--- src/rtl/instr_sequencer_if.sv ---
// Control bundle between the hardwired sequencer and the single-bus datapath.
interface instr_sequencer_if #(
  parameter int unsigned OPW = 5
);

  // Status from the datapath
  logic           Stop;
  logic [31:0]    IR;
  logic           CON_FF;

  // Bus drivers
  logic           PCout;
  logic           Zlowout;
  logic           MDRout;
  logic           Cout;
  logic           BAout;
  logic           Rout;

  // Register load enables
  logic           MARin;
  logic           MDRin;
  logic           IRin;
  logic           Yin;
  logic           Zin;
  logic           PCin;
  logic           Rin;
  logic           CON_in;

  // PC increment and memory strobes
  logic           IncPC;
  logic           Read;
  logic           Write;

  // Register-field selects
  logic           Gra;
  logic           Grb;
  logic           Grc;

  // Unused drivers in this revision
  logic           HIout;
  logic           LOout;
  logic           ZHighout;
  logic           InPortout;

  logic [OPW-1:0] operation;
  logic           Run;

  modport master (
    input  Stop, IR, CON_FF,
    output PCout, Zlowout, MDRout, Cout, BAout, Rout,
    output MARin, MDRin, IRin, Yin, Zin, PCin, Rin, CON_in,
    output IncPC, Read, Write,
    output Gra, Grb, Grc,
    output HIout, LOout, ZHighout, InPortout,
    output operation, Run
  );

  modport slave (
    output Stop, IR, CON_FF,
    input  PCout, Zlowout, MDRout, Cout, BAout, Rout,
    input  MARin, MDRin, IRin, Yin, Zin, PCin, Rin, CON_in,
    input  IncPC, Read, Write,
    input  Gra, Grb, Grc,
    input  HIout, LOout, ZHighout, InPortout,
    input  operation, Run
  );

endinterface

--- src/rtl/instr_sequencer.sv ---
// Hardwired Moore control unit: fetch in T0-T2, per-opcode execute in T3-T7.
// All strobes come from a register loaded with the decode of the next state,
// so nothing toggles mid-cycle.
module instr_sequencer #(
  parameter int unsigned OPW = 5
) (
  input logic               Clock,
  input logic               Reset,
  instr_sequencer_if.master bus
);

  typedef enum logic [3:0] {
    S_RST,
    S_T0,
    S_T1,
    S_T2,
    S_T3,
    S_T4,
    S_T5,
    S_T6,
    S_T7,
    S_HALT
  } state_t;

  typedef struct packed {
    logic           pc_out;
    logic           zlow_out;
    logic           mdr_out;
    logic           c_out;
    logic           ba_out;
    logic           r_out;
    logic           mar_in;
    logic           mdr_in;
    logic           ir_in;
    logic           y_in;
    logic           z_in;
    logic           pc_in;
    logic           r_in;
    logic           con_in;
    logic           inc_pc;
    logic           read;
    logic           write;
    logic           gra;
    logic           grb;
    logic           grc;
    logic           run;
    logic [OPW-1:0] operation;
  } ctrl_t;

  localparam logic [OPW-1:0] OP_LD   = OPW'(5'b00000);
  localparam logic [OPW-1:0] OP_LDI  = OPW'(5'b00001);
  localparam logic [OPW-1:0] OP_ST   = OPW'(5'b00010);
  localparam logic [OPW-1:0] OP_ADD  = OPW'(5'b00011);
  localparam logic [OPW-1:0] OP_AND  = OPW'(5'b00101);
  localparam logic [OPW-1:0] OP_OR   = OPW'(5'b00110);
  localparam logic [OPW-1:0] OP_ROL  = OPW'(5'b01010);
  localparam logic [OPW-1:0] OP_ADDI = OPW'(5'b01011);
  localparam logic [OPW-1:0] OP_ANDI = OPW'(5'b01100);
  localparam logic [OPW-1:0] OP_ORI  = OPW'(5'b01101);
  localparam logic [OPW-1:0] OP_BR   = OPW'(5'b10010);
  localparam logic [OPW-1:0] OP_JR   = OPW'(5'b10011);
  localparam logic [OPW-1:0] OP_NOP  = OPW'(5'b11010);

  // ALU code used for every address calculation
  localparam logic [OPW-1:0] ALU_ADD = OP_ADD;

  state_t         state;
  state_t         state_nxt;
  logic [OPW-1:0] op_q;
  logic [OPW-1:0] op_nxt;
  logic [OPW-1:0] ir_op;
  ctrl_t          ctrl_q;
  logic           unused_ir;

  // add..rol: ALU code is the opcode itself
  function automatic logic is_rtype(input logic [OPW-1:0] op);
    return (op >= OP_ADD) && (op <= OP_ROL);
  endfunction

  function automatic logic is_itype(input logic [OPW-1:0] op);
    return (op == OP_ADDI) || (op == OP_ANDI) || (op == OP_ORI);
  endfunction

  // Opcodes that have at least one execute step
  function automatic logic has_exec(input logic [OPW-1:0] op);
    return (op == OP_LD) || (op == OP_LDI) || (op == OP_ST) || is_rtype(op) ||
           is_itype(op) || (op == OP_BR) || (op == OP_JR);
  endfunction

  // ALU select for the immediate forms
  function automatic logic [OPW-1:0] imm_alu(input logic [OPW-1:0] op);
    logic [OPW-1:0] a;
    a = ALU_ADD;
    if (op == OP_ANDI) a = OP_AND;
    if (op == OP_ORI)  a = OP_OR;
    return a;
  endfunction

  // True when execute step s is the instruction boundary for op
  function automatic logic is_last(input state_t s, input logic [OPW-1:0] op);
    logic last;
    last = 1'b0;
    case (s)
      S_T3:    last = (op == OP_JR);
      S_T5:    last = (op == OP_LDI) || is_rtype(op) || is_itype(op);
      S_T6:    last = (op == OP_BR);
      S_T7:    last = 1'b1;
      default: last = 1'b0;
    endcase
    return last;
  endfunction

  // Successor state; exec_op is the latched opcode, new_op the one arriving in IR
  function automatic state_t next_state(input state_t s, input logic [OPW-1:0] exec_op,
                                        input logic [OPW-1:0] new_op, input logic stop);
    state_t n;
    n = s;
    case (s)
      S_RST: n = S_T0;
      S_T0:  n = S_T1;
      S_T1:  n = S_T2;
      S_T2: begin
        if (new_op == OP_NOP)     n = stop ? S_HALT : S_T0;
        else if (has_exec(new_op)) n = S_T3;
        else                       n = S_HALT;
      end
      S_T3, S_T4, S_T5, S_T6, S_T7: begin
        if (is_last(s, exec_op)) begin
          n = stop ? S_HALT : S_T0;
        end else begin
          case (s)
            S_T3:    n = S_T4;
            S_T4:    n = S_T5;
            S_T5:    n = S_T6;
            S_T6:    n = S_T7;
            default: n = S_HALT;
          endcase
        end
      end
      S_HALT:  n = S_HALT;
      default: n = S_HALT;
    endcase
    return n;
  endfunction

  // Strobe pattern for a step; con only matters in the branch-taken step
  function automatic ctrl_t decode(input state_t s, input logic [OPW-1:0] op, input logic con);
    ctrl_t c;
    c     = '0;
    c.run = (s != S_RST) && (s != S_HALT);
    case (s)
      S_T0: begin
        c.pc_out = 1'b1; c.mar_in = 1'b1; c.inc_pc = 1'b1; c.z_in = 1'b1;
      end
      S_T1: begin
        c.zlow_out = 1'b1; c.pc_in = 1'b1; c.read = 1'b1; c.mdr_in = 1'b1;
      end
      S_T2: begin
        c.mdr_out = 1'b1; c.ir_in = 1'b1;
      end
      S_T3: begin
        if ((op == OP_LD) || (op == OP_LDI) || (op == OP_ST)) begin
          c.grb = 1'b1; c.ba_out = 1'b1; c.y_in = 1'b1;
        end else if (is_rtype(op) || is_itype(op)) begin
          c.grb = 1'b1; c.r_out = 1'b1; c.y_in = 1'b1;
        end else if (op == OP_BR) begin
          c.gra = 1'b1; c.r_out = 1'b1; c.con_in = 1'b1;
        end else if (op == OP_JR) begin
          c.gra = 1'b1; c.r_out = 1'b1; c.pc_in = 1'b1;
        end
      end
      S_T4: begin
        if ((op == OP_LD) || (op == OP_LDI) || (op == OP_ST)) begin
          c.c_out = 1'b1; c.z_in = 1'b1; c.operation = ALU_ADD;
        end else if (is_rtype(op)) begin
          c.grc = 1'b1; c.r_out = 1'b1; c.z_in = 1'b1; c.operation = op;
        end else if (is_itype(op)) begin
          c.c_out = 1'b1; c.z_in = 1'b1; c.operation = imm_alu(op);
        end else if (op == OP_BR) begin
          c.pc_out = 1'b1; c.y_in = 1'b1;
        end
      end
      S_T5: begin
        if ((op == OP_LD) || (op == OP_ST)) begin
          c.zlow_out = 1'b1; c.mar_in = 1'b1;
        end else if ((op == OP_LDI) || is_rtype(op) || is_itype(op)) begin
          c.zlow_out = 1'b1; c.gra = 1'b1; c.r_in = 1'b1;
        end else if (op == OP_BR) begin
          c.c_out = 1'b1; c.z_in = 1'b1; c.operation = ALU_ADD;
        end
      end
      S_T6: begin
        if (op == OP_LD) begin
          c.read = 1'b1; c.mdr_in = 1'b1;
        end else if (op == OP_ST) begin
          c.gra = 1'b1; c.r_out = 1'b1; c.mdr_in = 1'b1;
        end else if ((op == OP_BR) && con) begin
          c.zlow_out = 1'b1; c.pc_in = 1'b1;
        end
      end
      S_T7: begin
        if (op == OP_LD) begin
          c.mdr_out = 1'b1; c.gra = 1'b1; c.r_in = 1'b1;
        end else if (op == OP_ST) begin
          c.write = 1'b1;
        end
      end
      default: c = '0;
    endcase
    return c;
  endfunction

  // Opcode field, latched only on the T2->T3 edge
  assign ir_op     = bus.IR[31 -: OPW];
  assign unused_ir = ^bus.IR[31-OPW:0];
  assign op_nxt    = (state == S_T2) ? ir_op : op_q;
  assign state_nxt = next_state(state, op_q, ir_op, bus.Stop);

  // State, latched opcode and registered strobes; Reset wins over everything
  always_ff @(posedge Clock) begin
    if (Reset) begin
      state  <= S_RST;
      op_q   <= '0;
      ctrl_q <= '0;
    end else begin
      state  <= state_nxt;
      op_q   <= op_nxt;
      ctrl_q <= decode(state_nxt, op_nxt, bus.CON_FF);
    end
  end

  assign bus.PCout     = ctrl_q.pc_out;
  assign bus.Zlowout   = ctrl_q.zlow_out;
  assign bus.MDRout    = ctrl_q.mdr_out;
  assign bus.Cout      = ctrl_q.c_out;
  assign bus.BAout     = ctrl_q.ba_out;
  assign bus.Rout      = ctrl_q.r_out;
  assign bus.MARin     = ctrl_q.mar_in;
  assign bus.MDRin     = ctrl_q.mdr_in;
  assign bus.IRin      = ctrl_q.ir_in;
  assign bus.Yin       = ctrl_q.y_in;
  assign bus.Zin       = ctrl_q.z_in;
  assign bus.PCin      = ctrl_q.pc_in;
  assign bus.Rin       = ctrl_q.r_in;
  assign bus.CON_in    = ctrl_q.con_in;
  assign bus.IncPC     = ctrl_q.inc_pc;
  assign bus.Read      = ctrl_q.read;
  assign bus.Write     = ctrl_q.write;
  assign bus.Gra       = ctrl_q.gra;
  assign bus.Grb       = ctrl_q.grb;
  assign bus.Grc       = ctrl_q.grc;
  assign bus.operation = ctrl_q.operation;
  assign bus.Run       = ctrl_q.run;

  assign bus.HIout     = 1'b0;
  assign bus.LOout     = 1'b0;
  assign bus.ZHighout  = 1'b0;
  assign bus.InPortout = 1'b0;

endmodule

--- src/flat_wrapper.sv ---
// flat-port wrapper written by rule: the top's interface ports become plain ports
module instr_sequencer_flat 
#(
  parameter int unsigned OPW = 5
)
  (Clock, Reset, bus_Stop, bus_IR, bus_CON_FF, bus_PCout, bus_Zlowout, bus_MDRout, bus_Cout, bus_BAout, bus_Rout, bus_MARin, bus_MDRin, bus_IRin, bus_Yin, bus_Zin, bus_PCin, bus_Rin, bus_CON_in, bus_IncPC, bus_Read, bus_Write, bus_Gra, bus_Grb, bus_Grc, bus_HIout, bus_LOout, bus_ZHighout, bus_InPortout, bus_operation, bus_Run);
  instr_sequencer_if #(.OPW(OPW)) bus_i ();
  input logic Clock;
  input logic Reset;
  input wire logic [$bits(bus_i.Stop)-1:0] bus_Stop;
  input wire logic [$bits(bus_i.IR)-1:0] bus_IR;
  input wire logic [$bits(bus_i.CON_FF)-1:0] bus_CON_FF;
  output wire logic [$bits(bus_i.PCout)-1:0] bus_PCout;
  output wire logic [$bits(bus_i.Zlowout)-1:0] bus_Zlowout;
  output wire logic [$bits(bus_i.MDRout)-1:0] bus_MDRout;
  output wire logic [$bits(bus_i.Cout)-1:0] bus_Cout;
  output wire logic [$bits(bus_i.BAout)-1:0] bus_BAout;
  output wire logic [$bits(bus_i.Rout)-1:0] bus_Rout;
  output wire logic [$bits(bus_i.MARin)-1:0] bus_MARin;
  output wire logic [$bits(bus_i.MDRin)-1:0] bus_MDRin;
  output wire logic [$bits(bus_i.IRin)-1:0] bus_IRin;
  output wire logic [$bits(bus_i.Yin)-1:0] bus_Yin;
  output wire logic [$bits(bus_i.Zin)-1:0] bus_Zin;
  output wire logic [$bits(bus_i.PCin)-1:0] bus_PCin;
  output wire logic [$bits(bus_i.Rin)-1:0] bus_Rin;
  output wire logic [$bits(bus_i.CON_in)-1:0] bus_CON_in;
  output wire logic [$bits(bus_i.IncPC)-1:0] bus_IncPC;
  output wire logic [$bits(bus_i.Read)-1:0] bus_Read;
  output wire logic [$bits(bus_i.Write)-1:0] bus_Write;
  output wire logic [$bits(bus_i.Gra)-1:0] bus_Gra;
  output wire logic [$bits(bus_i.Grb)-1:0] bus_Grb;
  output wire logic [$bits(bus_i.Grc)-1:0] bus_Grc;
  output wire logic [$bits(bus_i.HIout)-1:0] bus_HIout;
  output wire logic [$bits(bus_i.LOout)-1:0] bus_LOout;
  output wire logic [$bits(bus_i.ZHighout)-1:0] bus_ZHighout;
  output wire logic [$bits(bus_i.InPortout)-1:0] bus_InPortout;
  output wire logic [$bits(bus_i.operation)-1:0] bus_operation;
  output wire logic [$bits(bus_i.Run)-1:0] bus_Run;
  assign bus_i.Stop = bus_Stop;
  assign bus_i.IR = bus_IR;
  assign bus_i.CON_FF = bus_CON_FF;
  assign bus_PCout = bus_i.PCout;
  assign bus_Zlowout = bus_i.Zlowout;
  assign bus_MDRout = bus_i.MDRout;
  assign bus_Cout = bus_i.Cout;
  assign bus_BAout = bus_i.BAout;
  assign bus_Rout = bus_i.Rout;
  assign bus_MARin = bus_i.MARin;
  assign bus_MDRin = bus_i.MDRin;
  assign bus_IRin = bus_i.IRin;
  assign bus_Yin = bus_i.Yin;
  assign bus_Zin = bus_i.Zin;
  assign bus_PCin = bus_i.PCin;
  assign bus_Rin = bus_i.Rin;
  assign bus_CON_in = bus_i.CON_in;
  assign bus_IncPC = bus_i.IncPC;
  assign bus_Read = bus_i.Read;
  assign bus_Write = bus_i.Write;
  assign bus_Gra = bus_i.Gra;
  assign bus_Grb = bus_i.Grb;
  assign bus_Grc = bus_i.Grc;
  assign bus_HIout = bus_i.HIout;
  assign bus_LOout = bus_i.LOout;
  assign bus_ZHighout = bus_i.ZHighout;
  assign bus_InPortout = bus_i.InPortout;
  assign bus_operation = bus_i.operation;
  assign bus_Run = bus_i.Run;
  instr_sequencer #(.OPW(OPW)) u_core (.Clock(Clock), .Reset(Reset), .bus(bus_i));
endmodule
--- config.mk ---
export PLATFORM = sky130hd
export DESIGN_NAME = instr_sequencer_flat
export DESIGN_NICKNAME = d
export VERILOG_FILES = /design/src/rtl/instr_sequencer_if.sv /design/src/rtl/instr_sequencer.sv /design/src/flat_wrapper.sv
export SDC_FILE = /design/constraint.sdc
export NUM_CORES = 1
export LEC_CHECK = 0
export BUFFER_PORTS_ARGS = -buffer_cell sky130_fd_sc_hd__buf_4
export CORE_ASPECT_RATIO = 1.4
export CORE_MARGIN = 3
export CORE_UTILIZATION = 35
export CTS_CLUSTER_SIZE = 10
export DETAILED_ROUTE_END_ITERATION = 8
export GPL_ROUTABILITY_DRIVEN = 0
export HOLD_SLACK_MARGIN = 0.03
export PLACE_DENSITY = 0.65
export SYNTH_ARGS = -nofsm -noshare
export SYNTH_HDL_FRONTEND = slang
export SYNTH_SLANG_ARGS = --single-unit
--- constraint.sdc ---
create_clock -name Clock -period 4.2 [get_ports Clock]
set_input_delay 1.05 -clock Clock [delete_from_list [all_inputs] [get_ports Clock]]
set_output_delay 1.05 -clock Clock [all_outputs]
set_load 0.01 [all_outputs]
=== Word-level counts from Yosys, hierarchy flattened ===
Index checks and enable logic that the tools add are counted.

* Muxes and demuxes: 69
* Magnitude comparators: 6
* Reductions and logical operators: 36
* Equal/unequal tests: 38
* Bitwise operators: 4

{| class="wikitable"
|+ Operators by type and width
! kind !! number
|-
| 5-bit by 4-bit == test with 1-bit output, second input constant || 9
|-
| 1-bit two-way mux || 39
|-
| 5-bit == test, second input constant || 7
|-
| 5-bit two-way mux || 7
|-
| 4-bit by 3-bit == test with 1-bit output, second input constant || 8
|-
| 1-bit logical OR || 20
|-
| 4-bit case mux with 5 select lines || 1
|-
| 4-bit by 2-bit == test with 1-bit output, second input constant || 4
|-
| 4-bit two-way mux || 4
|-
| 1-bit case mux with 2 select lines || 8
|-
| 4-bit case mux with 4 select lines || 1
|-
| 5-bit by 1-bit == test with 1-bit output, second input constant || 3
|-
| 5-bit by 2-bit >= comparator with 1-bit output, second input constant || 3
|-
| 5-bit by 4-bit <= comparator with 1-bit output, second input constant || 3
|-
| 1-bit case mux with 3 select lines || 4
|-
| 5-bit by 2-bit == test with 1-bit output, second input constant || 2
|-
| 5-bit logical NOT || 2
|-
| 5-bit case mux with 2 select lines || 1
|-
| 4-bit by 1-bit == test with 1-bit output, second input constant || 2
|-
| 4-bit == test, second input constant || 2
|-
| 1-bit case mux with 4 select lines || 2
|-
| 2-bit OR reduction || 4
|-
| 8-bit OR reduction || 1
|-
| 1-bit logical AND || 5
|-
| 8 further kinds || 11
|}

* Input bits: 36
* Register bits after elaboration: 35

=== Logic depth before layout (Yosys ltp) ===
* Depth after elaboration: 14
* Gate-level depth with buffers: 9
* Depth with buffers taken out: 6

=== Least setup slack after synthesis ===
No wires, ideal clock.

* Kind: input to register
* From: in bus_IR[29]
* To: reg u_core.ctrl_q (netlist bit u_core.bus.operation[2])
* Library setup time: 100 ps
* Data required time: 4100 ps
* Cell stages on the path: 7
* Slack: 1687 ps
* Data arrival time: 2413 ps
* Cell sequence: buf_2 nand2b_1 a21oi_1 o311a_4 a21oi_4 nand4_4 a2111oi_4

* Word-level cells in the longest chain between the ends: 12
* Elaborated cells on any way between the ends: 47

{| class="wikitable"
|+ Ends and longest elaborated chain
! element !! line !! RTL
|-
| from (decl) || flat_wrapper.sv:11 || <nowiki>input wire logic [$bits(bus_i.IR)-1:0] bus_IR;</nowiki>
|-
| branches (longest 11 deep; another with 5-bit by 2-bit >= comparator with 1-bit output) || n/a ||
|-
| 5-bit case mux with 2 select lines * || instr_sequencer.sv:151 || <nowiki>case (s)</nowiki>
|-
| to (signal assigned) || instr_sequencer.sv:228 || <nowiki>ctrl_q <= decode(state_nxt, op_nxt, bus.CON_FF);</nowiki>
|-
| to (decl) || instr_sequencer.sv:72 || <nowiki>ctrl_t ctrl_q;</nowiki>
|}

Mark *: on every way between the ends.
A chain may end at the register's enable or synchronous reset.

=== Worst setup path in the final report ===
* From: reg u_core.state[0]
* To: reg u_core.ctrl_q (netlist bit u_core.bus.Gra)

* Word-level cells in the longest chain between the ends: 9
* Elaborated cells on any way between the ends: 49

{| class="wikitable"
|+ Ends and longest elaborated chain
! element !! line !! RTL
|-
| from (decl) || instr_sequencer.sv:67 || <nowiki>state_t state;</nowiki>
|-
| from (signal assigned) || instr_sequencer.sv:226 || <nowiki>state <= state_nxt;</nowiki>
|-
| 4-bit by 2-bit == test with 1-bit output || instr_sequencer.sv:118, instr_sequencer.sv:216 ||
|-
| 5-bit two-way mux || instr_sequencer.sv:216 || <nowiki>assign op_nxt = (state == S_T2) ? ir_op : op_q;</nowiki>
|-
| 5-bit by 2-bit >= comparator with 1-bit output (tied with other cells) || instr_sequencer.sv:77 || <nowiki>return (op >= OP_ADD) && (op <= OP_ROL);</nowiki>
|-
| 1-bit logical AND or 1-bit logical OR (tied branches) || instr_sequencer.sv:77, instr_sequencer.sv:81 ||
|-
| 1-bit logical OR, on equally long branches || instr_sequencer.sv:186, instr_sequencer.sv:81 ||
|-
| 1-bit logical OR, on equally long branches || instr_sequencer.sv:186, instr_sequencer.sv:164 ||
|-
| 1-bit two-way mux, on equally long branches || instr_sequencer.sv:186, instr_sequencer.sv:164 ||
|-
| 1-bit two-way mux, on equally long branches || instr_sequencer.sv:184, instr_sequencer.sv:162 ||
|-
| 1-bit case mux with 4 select lines * || instr_sequencer.sv:151 ||
|}

Mark *: on every way between the ends. The rest lies on a longest branch, timed or not. The select of a mux whose other input is x is not followed.

==> run metrics <==
register-to-register setup slack=about 1.3 ns; number of global-route vias before repair=1446; unrepaired setup endpoints after global routing=false; num ports=66; result of the run=completed; timing startpoint of the critical path=u_core.state[0]; share of final-layout standard cells stronger than drive strength 1=28.95%; number of library cell types mapped by synthesis=between 60 and 70; CTS root buffer=clkbuf_8; hold worst-path end=u_core.op_q[4]; final critical delay including setup and external delays=2.894 ns; worst min-delay path startpoint=u_core.op_q[4]; detailed-placement wirelength estimate=3.193 mm; Die X=67.50 um; slew at the pin closest to its max-slew limit=0.9690 ns; Max-cap violations=0; initial antenna violation count=0; cell taking the most area after synthesis=dfxtp_1; design area=2205 um2; initial core utilization=37.12%; Seq cells post-synth=35; synthesized cell area=approximately 1900 um2; Synth warnings=0; final hold vios=0; Post-CTS Hold Buffers=0; instance area after placement=between 2000 and 2500 um2; portion of synthesized cell area occupied by the leading cell type=37.81%; Setup Viol. Count Final=0; synthesized area per cell=9.454 um2; post-CTS setup repair buffer count=0; maximum buffer depth of the clock tree=2; CTS tree=built; category of the most critical setup path=flop to flop; number of enable flip-flop cells after synthesis=0; Clock Skew=approximately 0.0072 ns; Max Slew Vio Count=0; Max-slew headroom=35.40%; clock sink count=35; pin count of the biggest net entering global routing=24; number of buffers created by CTS=5; setup total negative slack=0 ns; portion of the post-synthesis area used by sequential elements=37.81%; prevailing post-synth register cell=dfxtp_1; clock edge transition at the registers on the reported setup and hold paths=0.07 ns; Critical Path Start Type=flop; total routed wirelength=approximately 4.3 mm; arrival time reported for the critical path endpoint=3.09 ns; grt ovf=0; fin nets=about 260; wire per inst=approximately 15 um; layout overhead on the synthesized area=18.97%; Clock Latency Late Sink=0.28 ns; class of the tightest hold or removal check=flop to flop; Power Dens Cells=334.1 nW/um2; final critical-path share of the clock period=68.90%; Max FO, Critical Path=20; fmax=0.3456 GHz; core footprint=between 4000 and 5000 um2; Synth async-reset ratio=0%; total of cells resized after clock tree synthesis=0; Total Die Area=6216 um2; number of cells on the worst hold path=2; drt via density=5.281; GRT Util Overall=14.78%; endpoint kind of the worst setup timing path=flop; Inserted Diodes=0; Max rail drop VDD=0.1318 mV; smallest setup slack after layout=1.306 ns; main area contributors after synthesis=dfxtp_1 (38%), nor2_1 (4.3%), a21oi_1 (3.8%), nand2b_1 (3.0%), buf_4 (2.8%); RR Startpoint=u_core.state[0]; global-route wire length before repair=7.044 mm; number of nets with antenna violations after routing=0; first-pass iteration count of the detailed router=5; H-tree Lvls=2; leak pwr=approximately 0.84 nW; via count of the routed design=1542; synthesized instance count=196; DRC violations left=0; count of cells along the worst register-to-register path=6; total of buffers placed on input and output ports=34; # rows=30; Req. time, crit path=between 4 and 5 ns; reg-to-reg endpoint=u_core.bus.Gra; Final Util=between 40% and 50%; Iteration-0 DRC Markers=61; pre-CTS worst setup slack=1.334 ns; die height=92.10 um
-- power breakdown --
| group | leakage, nW | internal (W) | switching (W) |
|---|---|---|---|
| combinational | 0.507 | 0.0000561 | 0.0000817 |
| clock | 0.0470 | 0.000128 | 0.000109 |
| sequential | 0.285 | 0.000349 | 0.0000123 |
-- cell families after synthesis --
kind of cell | Yosys count | synth area share (%)
AND/OR/NAND/NOR | 83 | 27.35
AO/OA/AOI/OAI | 50 | 22.49
flip-flops | 35 | 37.81
buffers and inverters | 16 | 5.267
multiplexers | 10 | 6.414
XOR/XNOR | 1 | 0.4727
other | 1 | 0.2024
-- critical path, cell delays in order, from the launching register on --
cell and delay (ns):
dfxtp_1 0.55, and4bb_1 0.91, mux2_4 0.39, a211oi_2 0.39, nand3_1 0.15, and3_1 0.21
a221oi_2 0.20
-- layout make-up --
cell class	instances	area (um2)
fill	521	2788
sequential	35	700.7
inverter	3	11.26
tap	64	80.08
timing repair buffer	34	255.2
multi-input combinational	149	1070
clock inverter	1	5.005
clock buffer	6	82.58
-- cell usage in the layout, fill, tap and decap left out, types with 2 or more instances in the layout --
cell      count
and2_1        2
mux2i_2       3
a21oi_1      14
nand4_1       4
nand2b_1      9
conb_1        5
clkbuf_8      6
and3_1        4
mux2i_1       4
nand2_1      12
mux2_2        2
a41oi_1       2
buf_4        34
a31oi_1       4
a221oi_2      2
dfxtp_1      35
nor2_1       21
nor3b_1       4
nor3_1        6
a211oi_1      3
nand3_1       4
inv_1         3
o21ai_1       5
o21ai_0       2
nor2b_1       2
nor3_2        2
-- layer usage --
metal / part of all wire (%) / GRT usage (%) / vias to the layer above
met5: 0 / 0 / -
met4: 3.3 / 8.291 / 0
met3: 4.6 / 3.186 / 10
met2: 50 / 23.64 / 45
met1: 42 / 17.73 / 715
li1: - / - / 772
-- metrics by stage --
step	power, W	hold slack (ns)	cells
finish	0.0007366	0.7235	292
global route	0.0007702	0.7680	292
CTS	0.0007433	0.7288	292
detailed placement	0.0005051	0.7110	285
global placement	0.0005044	0.6843	285
floorplan	0.0004646	0.6093	200
-- cell usage after synthesis, types with 2 or more instances --
library cell	number
o21ai_0	2
and2_1	2
buf_4	7
nor3_1	6
mux2_2	2
clkbuf_1	2
nor3_2	2
a21oi_1	14
nand2_1	12
nor2b_1	2
nor3b_1	4
nand2b_1	9
buf_2	3
dfxtp_1	35
nand3_1	4
a211oi_1	3
a41oi_1	2
a31oi_1	4
inv_1	3
and3_1	4
nor2_1	21
mux2i_2	3
a221oi_2	2
nand4_1	4
o21ai_1	5
mux2i_1	4
-- worst max-delay path by stage --
| stage | to | slack (ns) | cells past startpoint |
|---|---|---|---|
| final | u_core.bus.Gra | 1.31 | 6 |
| after global routing | u_core.bus.operation[2] | 1.13 | 5 |
| after CTS | u_core.bus.Gra | 1.35 | 6 |
| after detailed placement | u_core.bus.operation[2] | 1.33 | 7 |
| after global placement | u_core.bus.operation[2] | 1.32 | 7 |
| after floorplan | u_core.bus.operation[2] | 1.69 | 7 |
(Power assumes the default switching activity.)
